--- src/rtl/sliding_tile_pkg.sv ---
// Shared types and the reset (solved) arrangement for the sliding-tile engine.
package sliding_tile_pkg;

    localparam int MAX_N       = 8;
    localparam int MAX_TILE_W  = 6;
    localparam int MAX_BOARD_W = MAX_N * MAX_N * MAX_TILE_W;

    typedef enum logic [1:0] {
        DIR_LEFT  = 2'b00,
        DIR_RIGHT = 2'b01,
        DIR_UP    = 2'b10,
        DIR_DOWN  = 2'b11
    } dir_e;

    typedef enum logic [1:0] {
        ST_READY  = 2'd0,
        ST_CHECK  = 2'd1,
        ST_COMMIT = 2'd2
    } state_e;

    // Packed at the tile width an n x n board uses; callers slice the low bits.
    function automatic logic [MAX_BOARD_W-1:0] solved_board(input int n);
        logic [MAX_BOARD_W-1:0] b;
        logic [8:0]             bit_idx;
        int                     cells;
        int                     tw;
        b     = '0;
        cells = n * n;
        tw    = 0;
        for (int k = 0; k < MAX_TILE_W; k++)
            if ((1 << tw) < cells) tw++;
        for (int i = 0; i < MAX_N * MAX_N; i++)
            for (int k = 0; k < MAX_TILE_W; k++)
                if (i < cells - 1 && k < tw) begin
                    bit_idx    = 9'(i * tw + k);
                    b[bit_idx] = 1'(((i + 1) >> k) & 1);
                end
        return b;
    endfunction

endpackage

--- src/rtl/sliding_tile_load_checker.sv ---
// Captures a candidate board and scans it one cell per cycle for out-of-range
// or repeated values, recording where the space (value 0) sits.
module sliding_tile_load_checker
    import sliding_tile_pkg::*;
#(
    parameter int N       = 3,
    parameter int TILE_W  = $clog2(N*N),
    parameter int COORD_W = $clog2(N)
) (
    input  logic                  clk,
    input  logic                  reset_n,
    input  logic                  start_i,
    input  logic [N*N*TILE_W-1:0] board_i,
    output logic                  last_o,
    output logic                  error_o,
    output logic [N*N*TILE_W-1:0] shadow_o,
    output logic [COORD_W-1:0]    space_row_o,
    output logic [COORD_W-1:0]    space_col_o
);
    localparam int CELLS = N * N;
    localparam int BW    = CELLS * TILE_W;

    logic [BW-1:0]      shadow_q;
    logic               scan_q;
    logic [TILE_W-1:0]  idx_q;
    logic [COORD_W-1:0] row_q, col_q;
    logic [CELLS-1:0]   seen_q;
    logic               err_q;
    logic [COORD_W-1:0] zrow_q, zcol_q;

    logic [TILE_W-1:0]  val;
    logic               out_of_range;
    logic               repeated;

    always_comb begin
        val = '0;
        for (int i = 0; i < CELLS; i++)
            if (TILE_W'(i) == idx_q) val = shadow_q[i*TILE_W +: TILE_W];
    end

    assign out_of_range = ({1'b0, val} >= (TILE_W+1)'(CELLS));
    assign repeated     = !out_of_range && seen_q[val];
    assign last_o       = scan_q && (idx_q == TILE_W'(CELLS - 1));

    always_ff @(posedge clk or negedge reset_n) begin
        if (!reset_n) begin
            shadow_q <= '0;
            scan_q   <= 1'b0;
            idx_q    <= '0;
            row_q    <= '0;
            col_q    <= '0;
            seen_q   <= '0;
            err_q    <= 1'b0;
            zrow_q   <= '0;
            zcol_q   <= '0;
        end else if (start_i) begin
            shadow_q <= board_i;
            scan_q   <= 1'b1;
            idx_q    <= '0;
            row_q    <= '0;
            col_q    <= '0;
            seen_q   <= '0;
            err_q    <= 1'b0;
        end else if (scan_q) begin
            if (out_of_range || repeated) err_q <= 1'b1;
            if (!out_of_range) seen_q[val] <= 1'b1;
            if (val == '0) begin
                zrow_q <= row_q;
                zcol_q <= col_q;
            end
            idx_q <= idx_q + 1'b1;
            if (col_q == COORD_W'(N - 1)) begin
                col_q <= '0;
                row_q <= row_q + 1'b1;
            end else begin
                col_q <= col_q + 1'b1;
            end
            if (last_o) scan_q <= 1'b0;
        end
    end

    assign error_o     = err_q;
    assign shadow_o    = shadow_q;
    assign space_row_o = zrow_q;
    assign space_col_o = zcol_q;

endmodule

--- src/rtl/sliding_tile_param.sv ---
// N x N sliding-tile engine: handshaked space moves, move counting, solved
// detection and a scanned board-load path.
//
// state  | meaning
// READY  | accepting moves and loads (load wins a tie)
// CHECK  | load checker scanning the shadow board
// COMMIT | apply the scanned board or report it as bad
module sliding_tile_param
    import sliding_tile_pkg::*;
#(
    parameter int N       = 3,
    parameter int TILE_W  = $clog2(N*N),
    parameter int COORD_W = $clog2(N),
    parameter int CNT_W   = 16
) (
    input  logic                  clk,
    input  logic                  reset_n,
    input  logic                  move_valid,
    output logic                  move_ready,
    input  logic [1:0]            move_dir,
    output logic                  move_rejected,
    input  logic                  load_valid,
    output logic                  load_ready,
    input  logic [N*N*TILE_W-1:0] load_board,
    output logic                  load_done,
    output logic                  load_error,
    output logic [N*N*TILE_W-1:0] board,
    output logic [COORD_W-1:0]    space_row,
    output logic [COORD_W-1:0]    space_col,
    output logic                  solved,
    output logic [CNT_W-1:0]      move_count
);
    localparam int                     CELLS       = N * N;
    localparam int                     BW          = CELLS * TILE_W;
    localparam logic [MAX_BOARD_W-1:0] SOLVED_FULL = solved_board(N);
    localparam logic [BW-1:0]          SOLVED      = SOLVED_FULL[BW-1:0];
    localparam logic [COORD_W-1:0]     LAST_C      = COORD_W'(N - 1);

    state_e             state_q, state_d;
    logic [BW-1:0]      board_q, board_d;
    logic [COORD_W-1:0] row_q, row_d, col_q, col_d;
    logic               solved_q, solved_d;
    logic [CNT_W-1:0]   cnt_q, cnt_d;
    logic               rej_q, rej_d, done_q, done_d, err_q, err_d;

    dir_e               dir;
    logic               legal;
    logic [COORD_W-1:0] tgt_row, tgt_col;
    logic [TILE_W-1:0]  sp_idx, tgt_idx, tgt_val;
    logic [BW-1:0]      moved;

    logic               chk_start, chk_last, chk_err;
    logic [BW-1:0]      chk_board;
    logic [COORD_W-1:0] chk_row, chk_col;

    assign dir = dir_e'(move_dir);

    always_comb begin
        legal   = 1'b0;
        tgt_row = row_q;
        tgt_col = col_q;
        case (dir)
            DIR_LEFT:  begin legal = (col_q != '0);     tgt_col = col_q - 1'b1; end
            DIR_RIGHT: begin legal = (col_q != LAST_C); tgt_col = col_q + 1'b1; end
            DIR_UP:    begin legal = (row_q != '0);     tgt_row = row_q - 1'b1; end
            DIR_DOWN:  begin legal = (row_q != LAST_C); tgt_row = row_q + 1'b1; end
            default:   legal = 1'b0;
        endcase
    end

    assign sp_idx  = TILE_W'(row_q) * TILE_W'(N) + TILE_W'(col_q);
    assign tgt_idx = TILE_W'(tgt_row) * TILE_W'(N) + TILE_W'(tgt_col);

    // Space always holds 0, so the swap writes the neighbour into the space cell.
    always_comb begin
        tgt_val = '0;
        moved   = board_q;
        for (int i = 0; i < CELLS; i++)
            if (TILE_W'(i) == tgt_idx) tgt_val = board_q[i*TILE_W +: TILE_W];
        for (int i = 0; i < CELLS; i++) begin
            if (TILE_W'(i) == sp_idx)  moved[i*TILE_W +: TILE_W] = tgt_val;
            if (TILE_W'(i) == tgt_idx) moved[i*TILE_W +: TILE_W] = '0;
        end
    end

    always_comb begin
        state_d    = state_q;
        board_d    = board_q;
        row_d      = row_q;
        col_d      = col_q;
        cnt_d      = cnt_q;
        rej_d      = 1'b0;
        done_d     = 1'b0;
        err_d      = 1'b0;
        chk_start  = 1'b0;
        load_ready = 1'b0;
        move_ready = 1'b0;
        case (state_q)
            ST_READY: begin
                load_ready = 1'b1;
                move_ready = !load_valid;
                if (load_valid) begin
                    chk_start = 1'b1;
                    state_d   = ST_CHECK;
                end else if (move_valid) begin
                    if (legal) begin
                        board_d = moved;
                        row_d   = tgt_row;
                        col_d   = tgt_col;
                        cnt_d   = (cnt_q == '1) ? cnt_q : cnt_q + 1'b1;
                    end else begin
                        rej_d = 1'b1;
                    end
                end
            end
            ST_CHECK: begin
                if (chk_last) state_d = ST_COMMIT;
            end
            ST_COMMIT: begin
                state_d = ST_READY;
                if (chk_err) begin
                    err_d = 1'b1;
                end else begin
                    board_d = chk_board;
                    row_d   = chk_row;
                    col_d   = chk_col;
                    cnt_d   = '0;
                    done_d  = 1'b1;
                end
            end
            default: state_d = ST_READY;
        endcase
    end

    assign solved_d = (board_d == SOLVED);

    always_ff @(posedge clk or negedge reset_n) begin
        if (!reset_n) begin
            state_q  <= ST_READY;
            board_q  <= SOLVED;
            row_q    <= LAST_C;
            col_q    <= LAST_C;
            solved_q <= 1'b1;
            cnt_q    <= '0;
            rej_q    <= 1'b0;
            done_q   <= 1'b0;
            err_q    <= 1'b0;
        end else begin
            state_q  <= state_d;
            board_q  <= board_d;
            row_q    <= row_d;
            col_q    <= col_d;
            solved_q <= solved_d;
            cnt_q    <= cnt_d;
            rej_q    <= rej_d;
            done_q   <= done_d;
            err_q    <= err_d;
        end
    end

    sliding_tile_load_checker #(
        .N       (N),
        .TILE_W  (TILE_W),
        .COORD_W (COORD_W)
    ) u_checker (
        .clk         (clk),
        .reset_n     (reset_n),
        .start_i     (chk_start),
        .board_i     (load_board),
        .last_o      (chk_last),
        .error_o     (chk_err),
        .shadow_o    (chk_board),
        .space_row_o (chk_row),
        .space_col_o (chk_col)
    );

    assign board         = board_q;
    assign space_row     = row_q;
    assign space_col     = col_q;
    assign solved        = solved_q;
    assign move_count    = cnt_q;
    assign move_rejected = rej_q;
    assign load_done     = done_q;
    assign load_error    = err_q;

endmodule

--- config.mk ---
export PLATFORM = sky130hd
export DESIGN_NAME = sliding_tile_param
export DESIGN_NICKNAME = d
export VERILOG_FILES = /design/src/rtl/sliding_tile_pkg.sv /design/src/rtl/sliding_tile_load_checker.sv /design/src/rtl/sliding_tile_param.sv
export SDC_FILE = /design/constraint.sdc
export NUM_CORES = 1
export LEC_CHECK = 0
export CELL_PAD_IN_SITES_DETAIL_PLACEMENT = 0
export CELL_PAD_IN_SITES_GLOBAL_PLACEMENT = 2
export CORE_MARGIN = 2
export CORE_UTILIZATION = 30
export DETAILED_ROUTE_END_ITERATION = 7
export GPL_ROUTABILITY_DRIVEN = 0
export PLACE_DENSITY_LB_ADDON = 0.1
export RECOVER_POWER = 100
export REMOVE_ABC_BUFFERS = 1
export SKIP_LAST_GASP = 1
export SLEW_MARGIN = 0
export SYNTH_ARGS = -nofsm -noshare
export SYNTH_HDL_FRONTEND = slang
export SYNTH_SLANG_ARGS = --single-unit
--- constraint.sdc ---
create_clock -name clk -period 6.8 [get_ports clk]
set_input_delay 1.7 -clock clk [delete_from_list [all_inputs] [get_ports clk]]
set_output_delay 1.7 -clock clk [all_outputs]
set_load 0.01 [all_outputs]
# Word level (Yosys, flattened, before mapping)
# Cells that the tools add are included.
[totals]
inputBits = 42
wordCells = 199
regBits = 121
[classes]
bitwise = 2
eq_ne = 43
magnitude_cmp = 3
multipliers = 2
n_reduce_logical = 25
addsub = 10
mux = 96
[op_table]
columns = ["op", "count"]
rows = [
  ["two-way mux 4 bit", 38],
  ["two-way mux 36 bit", 4],
  ["two-way mux 16 bit", 5],
  ["case mux 36 bit (2 select lines)", 1],
  ["== test 3 x 4 -> 1 bit, first input constant", 12],
  ["== test 36 x 32 -> 1 bit, second input constant", 1],
  ["two-way mux 2 bit", 16],
  ["case mux 16 bit (2 select lines)", 1],
  ["two-way mux 9 bit", 3],
  ["== test 2 x 4 -> 1 bit, first input constant", 6],
  ["two-way mux 1 bit", 20],
  ["!= test 2 bit, second input constant", 10],
  ["case mux 2 bit (2 select lines)", 5],
  ["adder 16 x 1 -> 16 bit, second input constant", 1],
  ["== test 16 bit, second input constant", 1],
  ["zero test 4 bit", 4],
  ["== test 1 x 4 -> 1 bit, first input constant", 3],
  ["== test 4 bit, first input constant", 3],
  ["nonzero test 2 bit", 6],
  ["bitwise OR 9 bit", 1],
  ["adder 2 x 1 -> 2 bit, second input constant", 4],
  ["adder 4 x 2 -> 4 bit", 2],
  ["== test 2 bit, second input constant", 4],
  ["multiplier 2 x 2 -> 4 bit, second input constant", 2],
  ["19 further kinds", 28],
]

# Logic depth before layout (Yosys ltp)
[logic_depth]
word_depth = 21
mapped_depth = 19

# Cells and area by module
# A second synthesis with hierarchy kept.
[hier_totals]
hier_cells = 819
area_unflattened_um2 = 7698.6
[by_module_without_submodules]
columns = ["module", "seq_area_each_um2", "cells_each", "area_each_um2", "instances"]
rows = [
  ["sliding_tile_param", 1571.5, 556, 4709.5, 1],
  ["sliding_tile_load_checker", 1476.4, 263, 2989.1, 1],
]

# Least setup slack after synthesis
# Ideal clock, no wire load.
[synth_timing]
path_kind = "input to register"
startpoint = "input move_dir[1]"
endpoint = "register solved_q, in the netlist solved"
slack_ns = 1.169
required_ns = 6.711
arrival_ns = 5.542
n_path_buf = 3
cell_stages = 17
path_cell_list = "clkbuf_1 nand2_1 xnor2_1 fa_1 inv_1 ha_1 inv_1 fa_1 buf_4 buf_2 nand4b_1 a2111oi_0 a31oi_1 a221o_1 nor4b_2 nand4_1 nor4b_2"
[synth_between]
elab_chain_cells = 21
elab_cells_between_ends = 50
cone_classes = "1 x add/sub; 1 x mul; 12 x eq/ne; 34 x mux; 2 x reduce/logical"
[synth_rtl]
columns = ["item", "line", "rtl"]
rows = [
  ["start, declared", "sliding_tile_param.sv:20", "input logic [1:0] move_dir,"],
  ["== test 2 bit", "sliding_tile_param.sv:62", "case (dir)"],
  ["case mux 2 bit (2 select lines)", "sliding_tile_param.sv:62", ""],
  ["multiplier 2 x 2 -> 4 bit", "sliding_tile_param.sv:72", "assign tgt_idx = TILE_W'(tgt_row) * TILE_W'(N) + TILE_W'(tgt_col);"],
  ["adder 4 x 2 -> 4 bit", "sliding_tile_param.sv:72", ""],
  ["zero test 4 bit", "sliding_tile_param.sv:79", "if (TILE_W'(i) == tgt_idx) tgt_val = board_q[i*TILE_W +: TILE_W];"],
  ["two-way mux 4 bit (9 in a row)", "sliding_tile_param.sv:79", ""],
  ["two-way mux 4 bit", "sliding_tile_param.sv:81", "if (TILE_W'(i) == sp_idx) moved[i*TILE_W +: TILE_W] = tgt_val;"],
  ["two-way mux 4 bit", "sliding_tile_param.sv:82", "if (TILE_W'(i) == tgt_idx) moved[i*TILE_W +: TILE_W] = '0;"],
  ["two-way mux 36 bit *", "sliding_tile_param.sv:106", "if (legal) begin"],
  ["two-way mux 36 bit *", "sliding_tile_param.sv:105", "end else if (move_valid) begin"],
  ["two-way mux 36 bit *", "sliding_tile_param.sv:102", "if (load_valid) begin"],
  ["case mux 36 bit (2 select lines) *", "sliding_tile_param.sv:98", "case (state_q)"],
  ["named net board_d[4]", "sliding_tile_param.sv:40", "logic [BW-1:0] board_q, board_d;"],
  ["== test 36 x 32 -> 1 bit *", "sliding_tile_param.sv:135", "assign solved_d = (board_d == SOLVED);"],
  ["named net solved_d", "sliding_tile_param.sv:42", "logic solved_q, solved_d;"],
  ["end signal, assigned", "sliding_tile_param.sv:153", "solved_q <= solved_d;"],
  ["end, declared", "sliding_tile_param.sv:42", ""],
]
# The timed path passes the listed nets; every way through them passes the cells marked *.
# A chain may end at the register's enable or synchronous reset.

# Worst setup path in the final report
[layout_timing]
startpoint = "input move_dir[0]"
endpoint = "register solved_q, in the netlist solved"
[layout_between]
elab_chain_cells = 21
elab_cells_between_ends = 50
cone_classes = "1 x add/sub; 1 x mul; 12 x eq/ne; 34 x mux; 2 x reduce/logical"
[layout_rtl]
columns = ["item", "line"]
rows = [
  ["== test 2 bit", "sliding_tile_param.sv:62"],
  ["case mux 2 bit (2 select lines)", "sliding_tile_param.sv:62"],
  ["multiplier 2 x 2 -> 4 bit", "sliding_tile_param.sv:72"],
  ["adder 4 x 2 -> 4 bit", "sliding_tile_param.sv:72"],
  ["zero test 4 bit", "sliding_tile_param.sv:79, sliding_tile_param.sv:82"],
  ["two-way mux 4 bit (9 in a row)", "sliding_tile_param.sv:79"],
  ["two-way mux 4 bit", "sliding_tile_param.sv:81"],
  ["two-way mux 4 bit", "sliding_tile_param.sv:82"],
  ["two-way mux 36 bit *", "sliding_tile_param.sv:106"],
  ["two-way mux 36 bit *", "sliding_tile_param.sv:105"],
  ["two-way mux 36 bit *", "sliding_tile_param.sv:102"],
  ["case mux 36 bit (2 select lines) *", "sliding_tile_param.sv:98"],
  ["named net board_d[2]", "sliding_tile_param.sv:40"],
  ["== test 36 x 32 -> 1 bit *", "sliding_tile_param.sv:135"],
  ["named net solved_d", "sliding_tile_param.sv:42"],
]
# Marked as above.

==> reports/metrics.yaml <==
cts_resized: 0
r2r_slack_ps: 1850
grt_most_used_layer: "met2"
synthesis.instances: 853
portBuffers: 103
grt_pass1_vias: 7211
slew_headroom_pct: -185
met1_usage_pct: 31.4
fill_cells: 2516
hold_start: "u_checker.seen_q[2]$_DFFE_PN0P_"
met3_usage_pct: 4.84
post-route-min-period_ps: 6320
critical_path.max_fanout: 17
drt_iter0_drc: 705
grt_max_degree: 79
syn_area_um2: 7540
hold_end: "u_checker.seen_q[2]$_DFFE_PN0P_"
clock_power_share_pct: 16.4
use_met2_pct: 34.8
power_frac_seq_pct: 22.5
rsz0062_at_grt: "false"
htreeDepth: 4
core-area_um2: 24900
rr_worst_depth: 17
fin_setup_tns_ps: 0
finalClockSkew_ps: 9.16
switching_share_pct: 50.0
ys.flop_type: "dfrtp_1"
regArea_um2: 3050
cts_root_buf: "clkbuf_16"
nets: 997
post_cts_buffers: 0
setup_viol: 0
wl_per_cell_um: 22.9
ant_nets: 0
vias_per_cell: 5.62
die_area_um2: 26400
end_kind: "flip-flop"
fp-row-count: 58
syn_to_final_growth_pct: 25.8
via_count: 7214
diodes: 0
path_class: "primary input to flip-flop"
synth-edff-count: 0
io_pins: 104
violations: "max-capacitance violations, max-slew violations"
die_h_um: 163
drc: 0
p_leak_nw: 3.99
yosysUniqueCellTypes: 87
powerDensity_nw_per_um2: 640
regToRegEndpoint: "solved$_DFF_PN1_"
slowest_delay_ps: 750
final_layout_size_suffix_gt1_share_pct: 8.70
maxCapViolations: 3
outcome: "finished with violations"
clkTransAtPathRegs_ps: 60
cp.arrival_ps: 6660
dpl.hpwl_um: 22100
postCtsHoldBufs: 0
grt.overflow.total: 0
grt_use_total_pct: 22.7
grt_pass1_wl_um: 44700
clockBufferDepth: 2
r2r_start: "space_row[0]$_DFFE_PN0P_"
max_freq_ghz: 0.158
hold_depth: 2
critPathLaunchType: "primary input"
clkSinkCount: 121
cts_tree: "done"
final_hold_viol_count: 0
ys_seq_area_share_pct: 40.4
ys_ff_latch: 121
min_period_over_period_pct: 92.9
hold_class: "flip-flop to flip-flop"
yosys_warnings: 0
p_int_mw: 3.04
cpMaxStageDelayCell: "a2111oi_0"
clk_latency_ps: 430
antenna_found_initial: 0
drtPass1Iterations: 5
avgSynthCellArea_um2: 8.84
worst_pin_slew_ps: 4270
postRouteWirelength_um: 29400
power.switching_mw: 3.03
required_ps: 7140
slew_violations: 175
cts_made_buffers: 17
start_util_pct: 30.3
combPwrFrac_pct: 61.1
multi_input_area_um2: 4100
async_flop_share_pct: 100
die_w_um: 163
worstPathCellList: "dlygate4sd3_1, xnor2_1, nand2_1, xnor2_1, fa_1, inv_1, ha_1, inv_1, fa_1, buf_12, and4bb_1, nor2_1, a2111oi_0, o31a_1, o21ai_1, nor4b_2, nand4_1, nor4b_2"
max-vdd-ir-drop_mv: 0.334
holdWs_ps: 492
state kept, by name, indices dropped and copies added, names as in the netlist:
signal,count
move_rejected,1
board,36
solved,1
u_checker.space_col_o,2
u_checker.col_q,2
u_checker.space_row_o,2
load_done,1
u_checker.error_o,1
space_row,2
u_checker.row_q,2
u_checker.seen_q,9
u_checker.shadow_o,36
load_error,1
space_col,2
state_q,2
u_checker.scan_q,1
move_count,16
u_checker.idx_q,4
cells in the final DEF, fill, tap and decap left out, drive strengths merged, types with 20 or more instances in the layout:
| master | synthesis | final |
|---|---|---|
| a21oi | 34 | 34 |
| clkbuf | 36 | 27 |
| clkdlybuf4s50 | 0 | 41 |
| dfrtp | 105 | 105 |
| dlygate4sd3 | 0 | 61 |
| inv | 31 | 31 |
| nand2 | 155 | 155 |
| nand3 | 20 | 20 |
| nor2 | 76 | 76 |
| o21ai | 42 | 42 |
metal layers:
metal / part of all wire (%) / up-vias
met5: 0 / -
met3: 6.7 / 65
li1: - / 3278
met2: 45 / 290
met4: 2.9 / 0
met1: 45 / 3581
worst max path at each step:
| stage | cells after the start | endpoint | slack [ps] | start |
|---|---|---|---|---|
| 6_report | 18 | solved$_DFF_PN1_ | 480 | move_dir[0] |
| 3_3_place_gp | 18 | solved$_DFF_PN1_ | 370 | move_dir[0] |
| 2_1_floorplan | 16 | solved$_DFF_PN1_ | 1210 | move_dir[0] |
| 5_1_grt | 18 | solved$_DFF_PN1_ | 230 | move_dir[0] |
| 3_5_place_dp | 18 | solved$_DFF_PN1_ | 350 | move_dir[0] |
| 4_1_cts | 18 | solved$_DFF_PN1_ | 730 | move_dir[0] |
power by group through the flow:
stage | registers [mW] | logic [mW] | clock network, mW
final | 1.37 | 3.71 | 0.994
after global placement | 1.36 | 3.72 | 0
after floorplan | 1.25 | 2.28 | 0
after detailed placement | 1.37 | 3.72 | 0
after CTS | 1.36 | 3.73 | 1.01
after global routing | 1.40 | 3.98 | 1.05
critical path: cells and delay by family:
kind	cells	cell delay (ps)
compound gates	3	1070
xor+xnor	2	470
buf+inv	4	920
simple gates	6	1250
fa+ha+maj	3	1230
cells in the mapped netlist (5+ instances only):
cell,n,area share (%)
a2111oi_0,5,0.58
a211o_1,5,0.58
a211oi_1,8,0.80
a21oi_1,32,2.1
a221o_1,10,1.3
a221oi_1,9,1.0
a22o_1,6,0.70
a22oi_1,15,1.5
a31oi_1,15,1.2
and2_1,7,0.58
and3_1,12,1.0
buf_2,6,0.40
clkbuf_1,36,1.8
dfrtp_1,105,35
dfstp_2,16,5.6
ha_1,10,1.7
inv_1,30,1.5
mux2_2,5,0.75
mux2i_1,13,1.7
nand2_1,155,7.7
nand2b_1,13,1.1
nand3_1,20,1.3
nand3b_1,7,0.70
nand4_1,12,1.0
nor2_1,75,3.7
nor2b_1,11,0.91
nor3_1,7,0.46
nor3b_1,5,0.50
nor4_1,6,0.50
o211ai_1,9,0.90
o21ai_0,37,2.5
o22ai_1,8,0.66
o311ai_0,8,0.93
o31ai_1,10,1.0
xnor2_1,11,1.3
xor2_1,16,1.9
kinds of logic (layout without fill, tap and decap cells):
group | count (synthesis) | after routing | share of synthesized area [%]
compound gates | 223 | 223 | 21.8
fa+ha+maj | 14 | 14 | 2.72
flops | 121 | 121 | 40.4
buf+inv | 84 | 185 | 4.93
simple gates | 362 | 362 | 23.4
mux | 22 | 22 | 3.57
xor+xnor | 27 | 27 | 3.14
through the flow:
stage | utilization [%] | power, mW | setup WS [ps] | area [um^2] | cells
floorplan | - | 3.53 | 1210 | 7290 | 801
global placement | 35.7 | 5.08 | 367 | 8890 | 1252
detailed placement | 35.7 | 5.09 | 350 | 8890 | 1252
CTS | 38.3 | 6.10 | 728 | 9530 | 1284
global route | 38.1 | 6.43 | 230 | 9480 | 1284
finish | 38.1 | 6.07 | 480 | 9480 | 1284
layout make-up:
type,count,area share [%]
inverter,32,1.27
multi-input combinational,648,43.2
timing repair buffer,121,12.3
sequential,121,32.1
tap,330,4.35
clock inverter,11,1.78
clock buffer,21,4.96
Power figures use the tool's default switching activity.
